**src/rtl/tt_um_group1_dec.sv**
```systemverilog
// Strobed bit-index decoder into a 16-bit mask with sticky error and status.
// Define GROUP1_DEC_INPUT_SYNC_EN to add a 2-flop strobe synchronizer.
module tt_um_group1_dec (
  input  logic       clk,
  input  logic       rst_n,
  input  logic       ena,
  input  logic [7:0] ui_in,
  input  logic [7:0] uio_in,
  output logic [7:0] uo_out,
  output logic [7:0] uio_out,
  output logic [7:0] uio_oe
);

  logic        s3;
  logic        ev;
  logic        clr;
  logic        sel;
  logic        pend;
  logic        mode_q;
  logic        err;
  logic        err_d;
  logic        out_valid;
  logic [7:0]  code_q;
  logic [15:0] mask;
  logic [15:0] mask_d;
  logic [15:0] bit_n;
  logic        idx_ok;
  logic        no_bit;
  logic        unused_pins;

  assign clr         = uio_in[2];
  assign sel         = uio_in[3];
  assign unused_pins = ^uio_in[7:4];

`ifdef GROUP1_DEC_INPUT_SYNC_EN
  logic s1;
  logic s2;

  always_ff @(posedge clk or negedge rst_n) begin
    if (!rst_n) begin
      s1 <= 1'b0;
      s2 <= 1'b0;
      s3 <= 1'b0;
    end else begin
      s1 <= uio_in[0];
      s2 <= s1;
      s3 <= s2;
    end
  end

  assign ev = s2 & ~s3 & ena;
`else
  always_ff @(posedge clk or negedge rst_n) begin
    if (!rst_n) s3 <= 1'b0;
    else        s3 <= uio_in[0];
  end

  assign ev = uio_in[0] & ~s3 & ena;
`endif

  assign idx_ok = (code_q[7:4] == 4'h0);
  assign no_bit = (code_q == 8'hF0);
  assign bit_n  = 16'h0001 << code_q[3:0];

  always_comb begin
    mask_d = mask;
    err_d  = err;
    unique case (1'b1)
      idx_ok:  mask_d = mode_q ? (mask | bit_n) : bit_n;
      no_bit:  mask_d = mode_q ? mask : 16'h0000;
      default: err_d  = 1'b1;
    endcase
  end

  // Clear wins over a same-cycle update and kills that cycle's pulse
  always_ff @(posedge clk or negedge rst_n) begin
    if (!rst_n) begin
      code_q    <= 8'h00;
      mode_q    <= 1'b0;
      pend      <= 1'b0;
      mask      <= 16'h0000;
      err       <= 1'b0;
      out_valid <= 1'b0;
    end else begin
      if (ev) begin
        code_q <= ui_in;
        mode_q <= uio_in[1];
      end
      if (clr) begin
        mask      <= 16'h0000;
        err       <= 1'b0;
        pend      <= 1'b0;
        out_valid <= 1'b0;
      end else begin
        pend      <= ev;
        out_valid <= pend;
        if (pend) begin
          mask <= mask_d;
          err  <= err_d;
        end
      end
    end
  end

  assign uo_out  = sel ? mask[15:8] : mask[7:0];
  assign uio_out = {out_valid, err, (mask == 16'h0000),
                    (mask == 16'hFFFF), 4'h0};
  assign uio_oe  = 8'hF0;

endmodule

```
**config.mk**
```make
export PLATFORM = sky130hd
export DESIGN_NAME = tt_um_group1_dec
export DESIGN_NICKNAME = d
export VERILOG_FILES = /design/src/rtl/tt_um_group1_dec.sv
export SDC_FILE = /design/constraint.sdc
export NUM_CORES = 1
export LEC_CHECK = 0
export BUFFER_PORTS_ARGS = -buffer_cell sky130_fd_sc_hd__buf_2
export CELL_PAD_IN_SITES_DETAIL_PLACEMENT = 0
export CELL_PAD_IN_SITES_GLOBAL_PLACEMENT = 2
export CORE_MARGIN = 1.5
export CORE_UTILIZATION = 33
export DETAILED_ROUTE_END_ITERATION = 10
export PLACE_DENSITY = 0.8
export SYNTH_ARGS = -nofsm -noshare
export SYNTH_HDL_FRONTEND = slang
export SYNTH_SLANG_ARGS = --single-unit
export TNS_END_PERCENT = 50
```
**constraint.sdc**
```tcl
create_clock -name clk -period 1.7 [get_ports clk]
set_input_delay 0.255 -clock clk [delete_from_list [all_inputs] [get_ports clk]]
set_output_delay 0.255 -clock clk [all_outputs]
set_load 0.02 [all_outputs]
```
==> out/results.ini <==
[sta]
fin_crit_sh_pct=96.7
clock.fmax_ghz=0.608
timing.hold.ws_ps=-4.90
maxSlewViolCount=0
slew_headroom_pct=55.1
fin_skew_ps=4.15
rsz0062_at_grt=yes
final-hold-violation-count=6
setup_viol=0
worst_slew_pin_slew_ps=673
finalCriticalPeriod_ps=1640

[layout]
num-fill-cells=528
finalNetCount=211
fin_area_um2=2070
drive_gt1_share_pct=37.3
n_antenna_cell=0
syn_to_final_growth_pct=13.9

[clocking]
insertion_delay_ps=290
cts_tree=yes
ctsLongestPathBuffers=2
cts_num_sinks=29
cts_made_buffers=5
htreeDepth=2
cts_hold_buffers=0
cts_root_buf=clkbuf_8
path_clk_slew_ps=60
post-cts-setup-buffers=0

[critical_path]
critPathSlowestCell=dfrtp_1
path_max_fanout=5
cpPeakStageDelay_ps=430
crit_family=simple AND/OR/NAND/NOR gates
crit_buf_inv=1
path_cells=nor4_1 -> and4_1 -> buf_2
critPathLaunchType=register
critical_path_class=register to primary output
critPathCaptureType=primary output
crit_required_ps=1440
worstPathArrival_ps=1390

[job]
drv_cap=0

[global_routing]
grt_max_degree=30
grt_usage_pct=14.3
grt_pass1_wl_um=6590
overflow=0
antenna_found_initial=0
grt_pass1_vias=1299

[yosys]
synth-xor-area-share_pct=0
synth-simple-area-share_pct=23.3
synth-seq-cells=29
yosys.area_share.adder_pct=0
synth-compound-area-share_pct=15.8
synth_cell_types=30
synth_cells=169
yosysSeqAreaShare_pct=39.9
synth.yosys.warnings=0
synth_area_um2=1820
synth_top_family_by_area=simple AND/OR/NAND/NOR gates
synthMuxAreaShare_pct=10.5
synth_area_per_cell_um2=10.8

[pwr]
max-vdd-ir-drop_v=0.000455
finalPower_uw=1840
powerDensity_nw_per_um2=890
p_leak_uw=0.000932

[drt]
avgRoutedWirePerCell_um=14.8
vias=1343
drt-total-wl_um=3900
final_antenna_net_count=0
drc=0
drtIter0Drc=147
viasPerCell=5.11
first_pass_iters=5

[floorplanning]
die_w_um=77.3
rows=26
core-area_um2=5200
die_area_um2=5970
die_h_um=77.3
io_pins=43
start_util_pct=35.0

[status]
violations=hold timing
outcome=finished with violations

[placed_design]
dp_hpwl_um=2660
port_buffers=26
finalWeightedCongestion=0.699
place_area_um2=1930

[min_path]
hold_path.class=input port to asynchronous set/reset pin

==> layout by cell type, fill, tap and decap left out, types with 2 or more instances in the layout <==
cell / Yosys / layout
clkbuf_8: 0 / 6
o21ai_0: 7 / 7
buf_2: 1 / 26
and3b_1: 3 / 3
nor2b_1: 13 / 13
nand4_1: 4 / 4
conb_1: 2 / 12
buf_4: 15 / 4
dfrtp_1: 29 / 29
o21ai_2: 9 / 9
and2b_1: 5 / 5
a32oi_1: 16 / 16
nor3b_1: 2 / 2
nor2_1: 2 / 2
nand2b_1: 18 / 18
inv_1: 3 / 3
nor4_1: 5 / 2
mux2_2: 17 / 17
nor4_2: 0 / 3
==> routing by layer <==
layer / routed length, um / track usage (%)
met5: 0 / 0
met4: 49 / 4.36
met3: 233 / 4.76
met2: 1730 / 21.7
met1: 1890 / 19.3
==> layout make-up <==
class / count / area (um2) / share of cell area (%)
clock inverters: 2 / 37.5 / 1.81
repair buffers: 30 / 160 / 7.73
flip-flops and latches: 29 / 726 / 35.0
multi-input cells: 123 / 967 / 46.7
well taps: 70 / 87.6 / 4.23
clock buffers: 6 / 82.6 / 3.99
inverters: 3 / 11.3 / 0.543
==> worst paths after layout <==
path,endpoint,cells after the start,slack (ps),startpoint
worst min register to register,mode_q$_DFFE_PN0N_,1,500,mode_q$_DFFE_PN0N_
max in group asynchronous,mask[11]$_DFFE_PN0P_,1,1260,rst_n
worst max-delay path,uio_out[5],3,60,mask[4]$_DFFE_PN0P_
worst max register to register,mask[6]$_DFFE_PN0P_,3,290,code_q[1]$_DFFE_PN0N_
min in group clk,s3$_DFF_PN0_,1,80,uio_in[0]
worst min-delay path,mask[13]$_DFFE_PN0P_,1,-5,rst_n
==> registers in the layout (all words and copies together) (netlist names) <==
| signal | count |
|---|---|
| mask | 16 |
| code_q | 8 |
| err | 1 |
| mode_q | 1 |
| out_valid | 1 |
| pend | 1 |
| s3 | 1 |
==> through the flow <==
stage | util [%] | TNS [ps] | setup slack [ps] | cells | hold WS [ps]
finish | 39.8 | 0 | 55.8 | 263 | -4.90
global route | 39.8 | -53.3 | -53.3 | 263 | 43.8
CTS | 39.6 | 0 | 7.75 | 263 | 16.0
detailed placement | 37.1 | 0 | 294 | 255 | 339
global placement | 37.1 | 0 | 304 | 255 | 332
floorplan | - | 0 | 251 | 179 | -40.6
==> synthesized netlist by cell type (all sizes together) <==
| cell type | number | area [um2] |
|---|---|---|
| nand4 | 4 | 25.0 |
| and4 | 1 | 8.76 |
| o21ai | 16 | 114 |
| and2b | 5 | 37.5 |
| inv | 3 | 11.3 |
| and4b | 1 | 10.0 |
| a41o | 1 | 21.3 |
| mux2 | 17 | 191 |
| a32oi | 16 | 140 |
| and4bb | 1 | 12.5 |
| conb | 2 | 7.51 |
| and2 | 1 | 6.26 |
| nor3b | 2 | 15.0 |
| clkbuf | 6 | 22.5 |
| and3 | 1 | 6.26 |
| nor4 | 6 | 52.6 |
| nand3b | 1 | 7.51 |
| nor4b | 1 | 15.0 |
| nor2 | 2 | 7.51 |
| buf | 18 | 149 |
| dfrtp | 29 | 726 |
| nor2b | 13 | 81.3 |
| and3b | 3 | 26.3 |
| nand2b | 18 | 113 |
| o22ai | 1 | 12.5 |
==> where the power goes <==
part / internal [uW] / switching, uW
Combinational: 118 / 162
Clock: 476 / 287
Sequential: 739 / 63.8
Total: 1330 / 512
==> kinds of logic (layout without fill, tap and decap cells) <==
logic type | count (synthesis) | after routing
AO/OA/AOI/OAI | 34 | 34
buffers and inverters | 27 | 41
flip-flops | 29 | 29
multiplexers | 17 | 17
other | 2 | 12
AND/OR/NAND/NOR | 60 | 60
==> repair_timing <==
item,CTS,global route
endpoints found under the hold margin,0,0
endpoints found under the setup margin,1,2
gates resized for setup,1,2
(Power assumes the default switching activity.)
